## src/rtl/time_pkg.sv

```systemverilog
// Shared constants and types for the time keeper: counter limits,
// BCD digit width, and a helper that encodes a limit as a BCD pair.
package time_pkg;

  localparam int BCD_WIDTH   = 4;
  localparam int SECONDS_MAX = 59;
  localparam int MINUTES_MAX = 59;
  localparam int HOURS_MAX   = 23;

  typedef logic [BCD_WIDTH-1:0] bcdDigit_t;

  typedef struct packed {
    bcdDigit_t tens;
    bcdDigit_t ones;
  } bcdPair_t;

  // Split a small binary value (0..99) into its BCD tens and ones digits.
  function automatic bcdPair_t toBcdPair(input int value);
    bcdPair_t pair;
    pair.tens = BCD_WIDTH'(value / 10);
    pair.ones = BCD_WIDTH'(value % 10);
    return pair;
  endfunction

endpackage

```

## src/rtl/bcd_modulo_counter.sv

```systemverilog
// Two-digit BCD counter that wraps from 'maximum' back to 00.
// 'carry' is high in the cycle an increment wraps the counter.
module bcd_modulo_counter
  import time_pkg::*;
(
  input  logic      clock,
  input  logic      reset,
  input  logic      increment,
  input  bcdPair_t  maximum,
  output bcdDigit_t tens,
  output bcdDigit_t ones,
  output logic      carry
);

  localparam bcdDigit_t DIGIT_NINE = BCD_WIDTH'(9);

  logic atMaximum;

  // Wrap detection: compare both digits against the programmed limit.
  always_comb begin
    atMaximum = (tens == maximum.tens) && (ones == maximum.ones);
    carry     = increment && atMaximum;
  end

  // Digit update: ones roll 9->0 into tens; the whole pair wraps at maximum.
  always_ff @(posedge clock or posedge reset) begin
    if (reset) begin
      tens <= '0;
      ones <= '0;
    end else if (increment) begin
      if (atMaximum) begin
        tens <= '0;
        ones <= '0;
      end else if (ones == DIGIT_NINE) begin
        tens <= tens + BCD_WIDTH'(1);
        ones <= '0;
      end else begin
        ones <= ones + BCD_WIDTH'(1);
      end
    end
  end

endmodule

```

## src/rtl/time_keeper.sv

```systemverilog
// 24-hour clock: a prescaler turns TICKS_PER_SECOND clock cycles into one
// second tick, seconds carry into BCD minutes, minutes carry into BCD hours.
// Manual increment pulses set the time; every output is a register.
module time_keeper
  import time_pkg::*;
#(
  parameter int TICKS_PER_SECOND = 100000000
) (
  input  logic      clock,
  input  logic      reset,
  input  logic      run,
  input  logic      incrementHour,
  input  logic      incrementMinute,
  output bcdDigit_t nibbleA,
  output bcdDigit_t nibbleB,
  output bcdDigit_t nibbleC,
  output bcdDigit_t nibbleD,
  output logic      secondPulse,
  output logic      colon
);

  localparam int PRESCALE_WIDTH = $clog2(TICKS_PER_SECOND);
  localparam int SECONDS_WIDTH  = 6;

  typedef logic [PRESCALE_WIDTH-1:0] prescale_t;
  typedef logic [SECONDS_WIDTH-1:0]  seconds_t;

  localparam prescale_t PRESCALE_LAST = PRESCALE_WIDTH'(TICKS_PER_SECOND - 1);
  localparam prescale_t PRESCALE_HALF = PRESCALE_WIDTH'(TICKS_PER_SECOND / 2);
  localparam seconds_t  SECONDS_LAST  = SECONDS_WIDTH'(SECONDS_MAX);
  localparam bcdPair_t  MINUTES_LIMIT = toBcdPair(MINUTES_MAX);
  localparam bcdPair_t  HOURS_LIMIT   = toBcdPair(HOURS_MAX);

  prescale_t prescaler;
  prescale_t prescalerNext;
  seconds_t  seconds;
  logic      secondTick;
  logic      secondsCarry;
  logic      minuteIncrement;
  logic      minuteCarry;
  logic      hourIncrement;
  logic      hourCarry;

  // Tick and carry chain. A manual minute step wins over a same-cycle tick:
  // the tick's carries are dropped, and a manual hour step absorbs any
  // tick-generated hour carry so hours never move by more than one.
  always_comb begin
    secondTick      = run && (prescaler == PRESCALE_LAST);
    secondsCarry    = secondTick && (seconds == SECONDS_LAST);
    minuteIncrement = incrementMinute || secondsCarry;
    hourIncrement   = incrementHour || (minuteCarry && !incrementMinute);
  end

  // Next prescaler value: cleared by a minute step, frozen while not running.
  always_comb begin
    prescalerNext = prescaler;
    if (incrementMinute) begin
      prescalerNext = '0;
    end else if (run) begin
      prescalerNext = secondTick ? '0 : prescaler + PRESCALE_WIDTH'(1);
    end
  end

  // Prescaler, second pulse and colon blink registers.
  always_ff @(posedge clock or posedge reset) begin
    if (reset) begin
      prescaler   <= '0;
      secondPulse <= 1'b0;
      colon       <= 1'b0;
    end else begin
      prescaler   <= prescalerNext;
      secondPulse <= secondTick;
      colon       <= (prescalerNext < PRESCALE_HALF);
    end
  end

  // Seconds 0..59: cleared by a minute step, otherwise advanced by the tick.
  always_ff @(posedge clock or posedge reset) begin
    if (reset) begin
      seconds <= '0;
    end else if (incrementMinute) begin
      seconds <= '0;
    end else if (secondTick) begin
      seconds <= secondsCarry ? '0 : seconds + SECONDS_WIDTH'(1);
    end
  end

  bcd_modulo_counter minuteCounter (
    .clock     (clock),
    .reset     (reset),
    .increment (minuteIncrement),
    .maximum   (MINUTES_LIMIT),
    .tens      (nibbleC),
    .ones      (nibbleD),
    .carry     (minuteCarry)
  );

  bcd_modulo_counter hourCounter (
    .clock     (clock),
    .reset     (reset),
    .increment (hourIncrement),
    .maximum   (HOURS_LIMIT),
    .tens      (nibbleA),
    .ones      (nibbleB),
    .carry     (hourCarry)
  );

  // Hours wrap 23 -> 00 with nothing above them; the carry is intentionally unused.
  logic unusedHourCarry;
  assign unusedHourCarry = hourCarry;

endmodule

```

## config.mk

```make
export PLATFORM = sky130hd
export DESIGN_NAME = time_keeper
export DESIGN_NICKNAME = d
export VERILOG_FILES = /design/src/rtl/time_pkg.sv /design/src/rtl/bcd_modulo_counter.sv /design/src/rtl/time_keeper.sv
export SDC_FILE = /design/constraint.sdc
export NUM_CORES = 1
export LEC_CHECK = 0
export CAP_MARGIN = 20
export CORE_MARGIN = 1
export CORE_UTILIZATION = 35
export CTS_CLUSTER_SIZE = 14
export DETAILED_ROUTE_END_ITERATION = 6
export PLACE_DENSITY = 0.63
export SLEW_MARGIN = 20
export SYNTH_ARGS = -nofsm -noshare
export SYNTH_HDL_FRONTEND = slang
export SYNTH_SLANG_ARGS = --single-unit
export TNS_END_PERCENT = 1
```

## constraint.sdc

```tcl
create_clock -name clock -period 2.2 [get_ports clock]
set_input_delay 0.22 -clock clock [delete_from_list [all_inputs] [get_ports clock]]
set_output_delay 0.22 -clock clock [all_outputs]
set_load 0.05 [all_outputs]
```

==> run summary, run 1 <==
In this run the critical register-to-register path is captured at colon. In this run the static leakage power is between 1.5 and 2 nW. Setup repair after global routing could not meet its margin everywhere. The repair_antennas step left the layout with diodes totalling 0.

The TritonCTS buffer count came out at 5. In the post-route analysis, the smallest setup slack over all paths is -0.0708 ns. The first-pass GRT wire length came out at approximately 12,000 um. The worst hold path belongs to the class in -> async. Measured in cells, the most critical reg-to-reg path has a length of 7. The worst max-slew margin expressed relative to the limit came out at 0.651. The biggest cell delay along the critical path is about 0.56 ns.

The insertion delay of the later-clocked pin in the worst-skew pair is around 0.31 ns. The overall power after layout is ~3.0 mW. The residual overflow from global routing came out at 0. The flow ran to the end, but the final reports show violations.

The overall routing resource usage came out at 0.170. The utilization after layout came out at 0.499. The final setup skew came out at approximately 0.012 ns. The detailed-route via count is 2,764. The number of buffers between clock root and the deepest sink came out at 2. The area enclosed by the die boundary came out at 0.00909 mm2. The number of hold violations in the final report is 0. Counting every instance in the synthesized netlist gives ~340. The fraction of final layout cells with drive strength greater than 1 is 0.275. The final reports fail on negative setup slack. The data required time at the worst endpoint came out at between 2 and 2.5 ns. Dividing the detail-routed via count by the number of cells gives 5.21. At the end of the flow, the number of nets in the layout was 440. The number of setup violations in the final report came out at 1. The cell area after layout came out at 0.00417 mm2. The final hold slack came out at between 0.2 and 0.3 ns.

The synthesized design contains 51 register bits. sky130_fd_sc_hd__dfrtp_1 takes more of the synthesized area than any other cell. The tool flagged a number of max-cap violations equal to 0.

For this block, the routed nets add up to between 7000 and 8000 um of wire. The root buffer selected by CTS is sky130_fd_sc_hd__clkbuf_8. After detailed routing, the average wire length per cell comes to 13.8 um. The share of the clock period used by the worst path is 1.03.

The floorplan has 33 rows. The die outline height came out at between 90 and 100 um. TritonCTS built the clock tree. After the first detailed-routing iteration, the DRC count stood at 170. The worst setup path category is reg -> reg. The ratio of total power to cell area is 709 mW/mm2. Sorting the synthesized cells by area gives the leading types as sky130_fd_sc_hd__dfrtp_1 (42%), sky130_fd_sc_hd__nor2_1 (4.3%), sky130_fd_sc_hd__ha_1 (4.1%).

The final-layout setup total negative slack is -0.0708 ns. The DRC violation count after routing is 0. The worst setup path is launched from a flip-flop.

In the layout the commonest cells are sky130_fd_sc_hd__buf_4 (64), sky130_fd_sc_hd__dfrtp_1 (47), sky130_fd_sc_hd__nor2_1 (35). The share of synthesized area in the top cell type comes to 0.419. The number of port buffers is 22. The core region is between 0.008 and 0.009 mm2.

Walking the worst path, the cells encountered are nand4_1 > or4_4 > or4_1 > a21o_1 > nor3_2 > a31oi_1 > o22a_1. The last weighted congestion value of the routability-driven placer is 0.896. CTS saw between 50 and 60 sinks. The number of top-level pins came out at 23. The CTS clock-pin slew for the worst setup and hold paths came out at approximately 0.11 ns. The slowest stage of the critical path is the sky130_fd_sc_hd__or4_4 cell. After clock tree synthesis, the flow added hold-fix buffers numbering 0. The residual antenna-violating net count after detailed routing came out at 0. The fraction of the yosys area taken by sequential cells came out at 0.419.

The maximum level of the CTS H-tree is 2. Derived from the worst setup path, the maximum achievable clock frequency is approximately 440 MHz. The post-synthesis cell area came out at slightly above 0.003 mm2. A synthesized cell averages approximately 8.9 um2. The post-synthesis to final-layout area growth came out at 36.6%. STA puts the critical path data arrival time at ~2.5 ns. The half-perimeter wire length after placement came out at between 5000 and 6000 um.

The final max-slew violation count came out at 0. The pin count of the biggest net entering global routing is 52. STA classifies the critical path endpoint as a flip-flop. The layout filler cell count came out at roughly 770.

For this configuration, the core starts out at a cell density of 0.366. The maximum vdd drop is between 0.2 and 0.3 mV. The total of warnings raised by yosys is 0. The number of global-route vias before repair came to 2,595. In this run the critical register-to-register path is launched from prescaler[14]. Along the worst path, the maximum fanout reaches 4. Subtracting the final worst setup slack from the clock period gives between 2 and 2.5 ns. The instance area after placement is 0.00386 mm2. The detailed-router iteration count before antenna repair is 5. The internal reg-to-reg setup slack is -0.07 ns. The number of antenna violations at the first check in global routing came out at 0. The post-synthesis net count came out at between 300 and 400. The slew at the pin with the worst max-slew slack came out at 0.521 ns. Yosys mapped the design onto 52 distinct sky130hd cell types. Leaving out fill and tap cells, the most frequent cell in the layout is sky130_fd_sc_hd__buf_4. The die is around 95 um wide.
==> layer usage <==
| layer | global-route usage | vias to the layer above | share of wire |
|---|---|---|---|
| met3 | 0.0287 | 10 | 0.032 |
| met4 | 0.0417 | 0 | 0.011 |
| met5 | 0 | - | 0 |
| met1 | 0.227 | 1320 | 0.47 |
| met2 | 0.286 | 56 | 0.48 |
| li1 | - | 1378 | - |
==> area by class of cell <==
type                            count  area (um2)  share of cell area
Multi-Input combinational cell    259        1810               0.434
Inverter                           15        58.8              0.0141
Clock inverter                      2        16.3             0.00391
Sequential cell                    51        1280               0.308
Timing Repair Buffer               93         787               0.189
Tap cell                          105         131              0.0315
Clock buffer                        6        82.6              0.0198
==> per-stage QoR <==
stage,instances,setup WS [ns]
floorplan,342,-0.102
global placement,514,-0.333
detailed placement,514,-0.374
CTS,529,-0.0551
global route,531,-0.158
finish,531,-0.0708
==> synthesized netlist by cell type (all sizes together) <==
cell,n
ha,10
o22ai,2
nor4b,3
and4,3
nor2,35
inv,15
o211a,1
o22a,1
or2,1
xnor2,13
xor2,10
mux2i,4
nand4,11
mux2,2
nor4,8
o21ai,13
and3,4
or4,5
o32ai,1
nor3b,2
a41o,1
and2,4
dfrtp,51
a21o,5
a31oi,6
a21oi,16
buf,6
a211o,1
nand3,18
a211oi,1
nor2b,7
nand2b,2
nor4bb,1
nor3,16
a21boi,1
nand2,33
o41ai,2
nand3b,1
or3b,1
or3,8
clkbuf,11
o31ai,6
==> critical path: cells and delay by family (launching register included) <==
kind	cells	cell delay (ns)
DFF	1	0.46
AOI/OAI and AO/OA	3	0.48
and+or+nand+nor	4	1.23
==> kinds of logic (layout without fill, tap and decap cells) <==
family / count (synthesis) / in the layout / synth area share
mux: 6 / 6 / 0.0205
simple gates: 163 / 163 / 0.288
flops: 51 / 51 / 0.419
compound gates: 57 / 57 / 0.124
buf+inv: 32 / 116 / 0.0419
fa+ha+maj: 10 / 10 / 0.0410
xor+xnor: 23 / 23 / 0.0661
==> worst max-delay path by stage <==
stage | from | endpoint | slack [ns]
after CTS | prescaler[0] | hourCounter.ones[2] | -0.06
after global placement | run | colon | -0.33
after detailed placement | run | colon | -0.37
final | prescaler[14] | colon | -0.07
after global routing | prescaler[1] | colon | -0.16
after floorplan | prescaler[0] | hourCounter.ones[2] | -0.10
==> registers in the layout (all words and copies together) (netlist names) <==
register and cells:
prescaler 27, hourCounter.tens 4, secondPulse 1, minuteCounter.tens 4
hourCounter.ones 4, minuteCounter.ones 4, seconds 6, colon 1
==> repair_timing <==
action	in CTS	in global routing
setup buffers	7	2
endpoints found under the setup margin	13	24
resized for setup	15	17
pin swaps	12	12
==> report_power, final <==
part           switching, mW  internal (mW)  total [mW]
combinational          0.709          0.418        1.13
sequential             0.168           1.06        1.23
clock                  0.339          0.258       0.597
total                   1.22           1.74        2.95
(Power assumes the default switching activity.)
==> run 2: changes to the inputs <==
--- a/config.mk
+++ b/config.mk
@@ -7,10 +7,10 @@
 export LEC_CHECK = 0
 export CAP_MARGIN = 20
 export CORE_MARGIN = 1
-export CORE_UTILIZATION = 35
+export CORE_UTILIZATION = 50
 export CTS_CLUSTER_SIZE = 14
 export DETAILED_ROUTE_END_ITERATION = 6
-export PLACE_DENSITY = 0.63
+export PLACE_DENSITY = 0.82
 export SLEW_MARGIN = 20
 export SYNTH_ARGS = -nofsm -noshare
 export SYNTH_HDL_FRONTEND = slang
==> run summary, run 2 (synthesis gave the netlist of run 1 again) <==
The flow ran to the end, but the final reports show violations. The final reports fail on negative setup slack. Entering global routing, the biggest net connects 27 pins. The instance area after placement came out at roughly 0.0038 mm2. The number of top-level pins is 23. The number of global-route vias before repair came to 2,723.

The first-pass GRT wire length is ~12,000 um. The root buffer selected by CTS is sky130_fd_sc_hd__clkbuf_8. At the placement stage, the worst setup path has a slack of -0.371 ns.

In the final layout, the registers with the most flip-flops are prescaler (27), seconds (6). The final-layout setup total negative slack is -0.166 ns. The largest driver fanout on the critical path is 5. STA classifies the critical path startpoint as a flip-flop. The routed wire length came out at between 7000 and 8000 um.

The residual antenna-violating net count after detailed routing is 0. The fraction of final layout cells with drive strength greater than 1 came out at 0.245. Setup repair after global routing could not meet its margin everywhere.

The ratio of total power to cell area came out at ~760 mW/mm2. After the first detailed-routing iteration, the DRC count stood at between 150 and 200. The overall power after layout is about 3.0 mW. The via count normalized by instance count is 5.67.

The width of the chip came out at ~80 um. Measured along the y axis, the die boundary spans ~80 um. Buffers inserted during clock tree synthesis total 5.

The number of antenna cells inserted is 0. The number of hold violations in the final report is 0. The number of flip-flops in the largest register is 27. The register with the highest flop count is prescaler. Across the run, the number of max-cap violations was 0. The last weighted congestion value of the routability-driven placer came out at 0.941.

In this run the static leakage power is roughly 1.7 nW. The count of clock tree sinks came out at 51. The maximum level of the CTS H-tree is 2.

The overall routing resource usage came out at 0.243. At the pin with the least slew margin, the transition time is between 0.5 and 0.6 ns. Setup violations remaining at the end of the flow were counted as 5. On the final layout, the worst hold slack is between 0.2 and 0.3 ns. The number of antenna violations at the first check in global routing is 0.

The number of buffers inserted for hold repair after clock tree synthesis came out at 0. With fillers left out, the area of the finished cells amounts to about 0.004 mm2. The number of port buffers came out at 22. The library cell used most frequently in the layout, excluding fill and tap cells, is sky130_fd_sc_hd__buf_4. The final routed wire length divided by cell count is ~14 um. Static timing analysis puts the maximum clock frequency at roughly 440 MHz.

The final max-slew violation count is 0. Clock skew on the completed layout was measured at 0.00971 ns. Data on the critical path is required at its endpoint by between 2 and 2.5 ns. The share of the clock period used by the worst path came out at 1.03. The maximum vdd drop is ~0.62 mV.

The post-synthesis to final-layout area growth is 31.3%. The detailed-router iteration count before antenna repair is 4. STA classifies the critical path endpoint as a flip-flop. Setup slack on the critical path of the routed design comes to -0.0591 ns.

The worst endpoint data arrival time is between 2 and 2.5 ns. The core area is 0.00589 mm2. The floorplan step defined a die boundary enclosing ~0.0064 mm2. The worst max-slew margin expressed relative to the limit is 0.657. The TritonCTS clock tree is done.

The path category of the worst min-delay check is in -> async. The DRC violation count after routing is 0. The insertion delay of the later-clocked pin in the worst-skew pair is between 0.3 and 0.4 ns.

For this configuration, the core starts out at a cell density of 0.518. The HPWL after detailed placement is around 5200 um. Leaving out fill and tap cells, the most frequent cells in the layout are sky130_fd_sc_hd__buf_4 (60), sky130_fd_sc_hd__dfrtp_1 (51), sky130_fd_sc_hd__nor2_1 (35).

For this run the aggregate overflow at the end of global routing stands at 0. The detailed-route via count came out at between 2,000 and 3,000. In the final design database the tool counted about 430 nets. The critical path is of the reg -> reg type.

The number of buffers between clock root and the deepest sink came out at 2. The final critical delay including setup and external delays came out at between 2 and 2.5 ns. After floorplanning, the core was divided into 28 placement rows. Clock-pin slew was measured on the worst setup and hold paths at 0.10 ns.
==> run 2: cell count changes in the layout (fill, tap and decap cells not counted), moves of 2 or more <==
cell                      change
sky130_fd_sc_hd__buf_4        -4
sky130_fd_sc_hd__dfrtp_1      +4
sky130_fd_sc_hd__dfrtp_2      -4
sky130_fd_sc_hd__buf_6        -3
sky130_fd_sc_hd__nor4_4       -3
sky130_fd_sc_hd__o21ai_0      +3
sky130_fd_sc_hd__o21ai_1      -3
sky130_fd_sc_hd__nor4_2       +2
==> run 2: power breakdown <==
group	switching, mW	internal (mW)
Combinational	0.718	0.426
Sequential	0.173	1.06
Clock	0.314	0.333
==> run 2: routing by layer <==
layer	share of wire	vias up	track usage
met4	0.013	0	0.0804
met3	0.038	12	0.0375
li1	-	1366	-
met5	0	-	0
met1	0.44	1331	0.309
met2	0.51	80	0.419
==> run 2: critical path, stage by stage (launching register included) <==
cell	delay [ns]
sky130_fd_sc_hd__dfrtp_1	0.47
sky130_fd_sc_hd__nand4_4	0.16
sky130_fd_sc_hd__buf_4	0.18
sky130_fd_sc_hd__nor4_1	0.37
sky130_fd_sc_hd__buf_4	0.20
sky130_fd_sc_hd__nand3_1	0.09
sky130_fd_sc_hd__o32ai_1	0.18
sky130_fd_sc_hd__nand4_1	0.15
sky130_fd_sc_hd__o211a_1	0.18
sky130_fd_sc_hd__o22a_1	0.18
==> run 2: per-stage QoR <==
| step | utilization | instances |
|---|---|---|
| finish | 0.680 | 492 |
| global route | 0.680 | 492 |
| CTS | 0.671 | 492 |
| detailed placement | 0.645 | 482 |
| global placement | 0.645 | 482 |
| floorplan | - | 342 |
==> run 2: timing repair <==
item | in CTS | in global routing
pin swaps | 4 | 6
gates cloned | 0 | 0
buffers inserted | 3 | 0
gates resized for setup | 6 | 11
setup endpoints to repair | 10 | 18
==> run 2: path summary, 6_finish.rpt <==
path	start	end	slack, ns	depth (start not counted)
worst max-delay path	prescaler[6]	colon	-0.06	9
worst min-delay path	reset	minuteCounter.tens[1]	0.28	3
worst max register to register	prescaler[6]	colon	-0.06	9
worst min register to register	hourCounter.tens[3]	hourCounter.tens[3]	0.53	1
max in group asynchronous	reset	seconds[3]	1.65	3
min in group clock	hourCounter.tens[3]	hourCounter.tens[3]	0.53	1
==> run 2: area by class of cell <==
| type | instances | area [um2] |
|---|---|---|
| clock buffers | 5 | 68.8 |
| clock inverters | 2 | 37.5 |
| fillers | 470 | 1880 |
| inverters | 15 | 58.8 |
| multi-input cells | 259 | 1770 |
| flip-flops and latches | 51 | 1280 |
| well taps | 75 | 93.8 |
| repair buffers | 85 | 703 |
==> run 3: changes to the inputs <==
--- a/config.mk
+++ b/config.mk
@@ -6,11 +6,13 @@
 export NUM_CORES = 1
 export LEC_CHECK = 0
 export CAP_MARGIN = 20
+export CELL_PAD_IN_SITES_DETAIL_PLACEMENT = 1
+export CELL_PAD_IN_SITES_GLOBAL_PLACEMENT = 1
 export CORE_MARGIN = 1
-export CORE_UTILIZATION = 50
+export CORE_UTILIZATION = 41
 export CTS_CLUSTER_SIZE = 14
 export DETAILED_ROUTE_END_ITERATION = 6
-export PLACE_DENSITY = 0.82
+export PLACE_DENSITY = 0.86
 export SLEW_MARGIN = 20
 export SYNTH_ARGS = -nofsm -noshare
 export SYNTH_HDL_FRONTEND = slang
==> run summary, run 3 (synthesis gave the netlist of run 1 again) <==
STA classifies the critical path endpoint as a flip-flop. The number of antenna cells inserted is 0. The worst endpoint data arrival time is 2.51 ns.

The fraction of final layout cells with drive strength greater than 1 is 0.253. The number of cells on the worst reg-to-reg path came out at 7. The number of setup violations in the final report is 7. For this design, the sink count on the clock tree is a little over 50.

Setup repair after global routing could not meet its margin everywhere. The DRC violation count after routing came out at 0. The routed wire length is around 8900 um. The initial cell density of the core is 0.423. Clock skew on the completed layout was measured at about 0.019 ns. The CTS clock-pin slew for the worst setup and hold paths is around 0.11 ns.

Max-cap violations in this run came to 0. The first global-routing pass estimated approximately 14,000 um of wire. The clock passes through at most 2 buffers.

The residual antenna-violating net count after detailed routing is 0. The run finished, with violations left. The share of the clock period used by the worst path is 1.04.

TritonCTS built the clock tree. In the layout the commonest cells are sky130_fd_sc_hd__buf_4 (60), sky130_fd_sc_hd__dfrtp_1 (51), sky130_fd_sc_hd__nor2_1 (35). The residual overflow from global routing is 0.

The maximum level of the CTS H-tree came out at 2. The maximum vdd drop is 0.299 mV. The endpoint identified for the worst register-to-register timing path is colon. The number of hold violations in the final report came out at 0. The setup path with the least slack is of type reg -> reg. The most common cell after layout, fill and taps aside is sky130_fd_sc_hd__buf_4. Counting flops per register, the top entry is prescaler. The core area is between 0.007 and 0.008 mm2. In the global route stage, overall resource usage came out at 0.240. The die outline height is between 80 and 90 um. The half-perimeter wire length after placement came out at 6400 um. The final routed wire length divided by cell count is around 17 um. The net count of the finished layout came out at 434. The slack of the critical path is -0.0983 ns. The final critical delay including setup and external delays came out at 2.30 ns.

During placement, the flow inserted port buffers numbering 22. The largest registers in the layout are prescaler (27), seconds (6). The static power due to leakage came out at 1.76 nW. The worst setup path is launched from a flip-flop. The post-synthesis to final-layout area growth came out at 33.8%. The utilization after layout came out at 0.566. Summing all placed instances gives a cell area of ~0.0039 mm2. The worst max-slew margin expressed relative to the limit is 0.654. The register with the most flip-flops in the layout has 27 of them.

Measured along the x axis, the die boundary spans approximately 90 um. The insertion delay of the later-clocked pin in the worst-skew pair came out at 0.32 ns. In this run the clock root is driven by a sky130_fd_sc_hd__clkbuf_8. The DRC marker count from the first detailed-route iteration is around 160. The final reports fail on negative setup slack.

The number of antenna violations at the first check in global routing came out at 0. The path category of the worst min-delay check is in -> async. The slew at the pin with the worst max-slew slack is a little over 0.5 ns.

The TritonCTS buffer count is 5. The largest driver fanout on the critical path is 3. Entering global routing, the biggest net connects 31 pins. The area enclosed by the die boundary is 0.00779 mm2.

During I/O placement, the number of pins put on the boundary was 23. The detailed router placed about 2,800 vias in this run. The first detailed-routing pass ran for 4 iterations. The achievable clock frequency is 435 MHz. The number of buffers inserted for hold repair after clock tree synthesis came out at 0. The launch instance of the worst register-to-register path is prescaler[3]. The ratio of total power to cell area is ~750 mW/mm2. The via count normalized by instance count is approximately 5.5. The cell area after layout is 0.00408 mm2. The number of global-route vias before repair is approximately 3,100. The internal reg-to-reg setup slack came out at -0.1 ns. The last weighted congestion value of the routability-driven placer came out at approximately 0.86. The final max-slew violation count was 0. The data required time at the worst endpoint came out at about 2.4 ns.

The standard-cell row count came out at 31.
run 3: worst max path at each step:
stage / start / endpoint / slack [ns] / cells past startpoint
after global placement: run / colon / -0.35 / 8
final: prescaler[3] / colon / -0.1 / 7
after floorplan: prescaler[0] / hourCounter.ones[2] / -0.10 / 8
after detailed placement: run / colon / -0.43 / 8
after CTS: prescaler[1] / hourCounter.tens[0] / -0.08 / 8
after global routing: prescaler[1] / colon / -0.18 / 8
run 3: timing repair:
| action | CTS | global route |
|---|---|---|
| endpoints found under the hold margin | 0 | 0 |
| setup buffers | 2 | 1 |
| pin swaps | 3 | 3 |
| setup endpoints to repair | 18 | 20 |
| gates resized for setup | 7 | 14 |
run 3: per-layer routing:
layer | vias to the layer above | global-route usage | part of all wire
met5 | - | 0 | 0
met4 | 0 | 0.0836 | 0.021
met3 | 18 | 0.0373 | 0.023
met2 | 54 | 0.450 | 0.53
met1 | 1403 | 0.276 | 0.43
li1 | 1365 | - | -
run 3: worst max-delay path, stage by stage, from the launching register on:
cell                      delay [ns]
sky130_fd_sc_hd__dfrtp_1        0.45
sky130_fd_sc_hd__nand4_1        0.16
sky130_fd_sc_hd__or4_4          0.56
sky130_fd_sc_hd__or4_4          0.43
sky130_fd_sc_hd__a21o_1         0.21
sky130_fd_sc_hd__nor3_2         0.11
sky130_fd_sc_hd__a31oi_1        0.10
sky130_fd_sc_hd__o22a_1         0.17
run 3: layout make-up:
class                      instances  area, um2
fill                             840       3130
multi-input combinational        259       1780
sequential                        51       1280
timing repair buffer              87        734
tap                               99        124
clock buffer                       5       68.8
inverter                          15       58.8
clock inverter                     2       37.5
run 3: metrics by stage:
| step | setup TNS (ns) | setup WS (ns) | std cells | hold slack [ns] | total power, mW |
|---|---|---|---|---|---|
| final | -0.409 | -0.0983 | 518 | 0.244 | 3.07 |
| after global routing | -1.66 | -0.177 | 518 | 0.272 | 3.23 |
| after detailed placement | -5.09 | -0.430 | 508 | 0.512 | 2.39 |
| after CTS | -0.515 | -0.0787 | 517 | 0.267 | 3.06 |
| after floorplan | -0.596 | -0.102 | 342 | 0.316 | 1.96 |
| after global placement | -3.19 | -0.348 | 508 | 0.492 | 2.32 |
run 3: power by group:
group | internal [mW] | switching (mW)
combinational | 0.425 | 0.744
clock | 0.333 | 0.331
sequential | 1.06 | 0.179
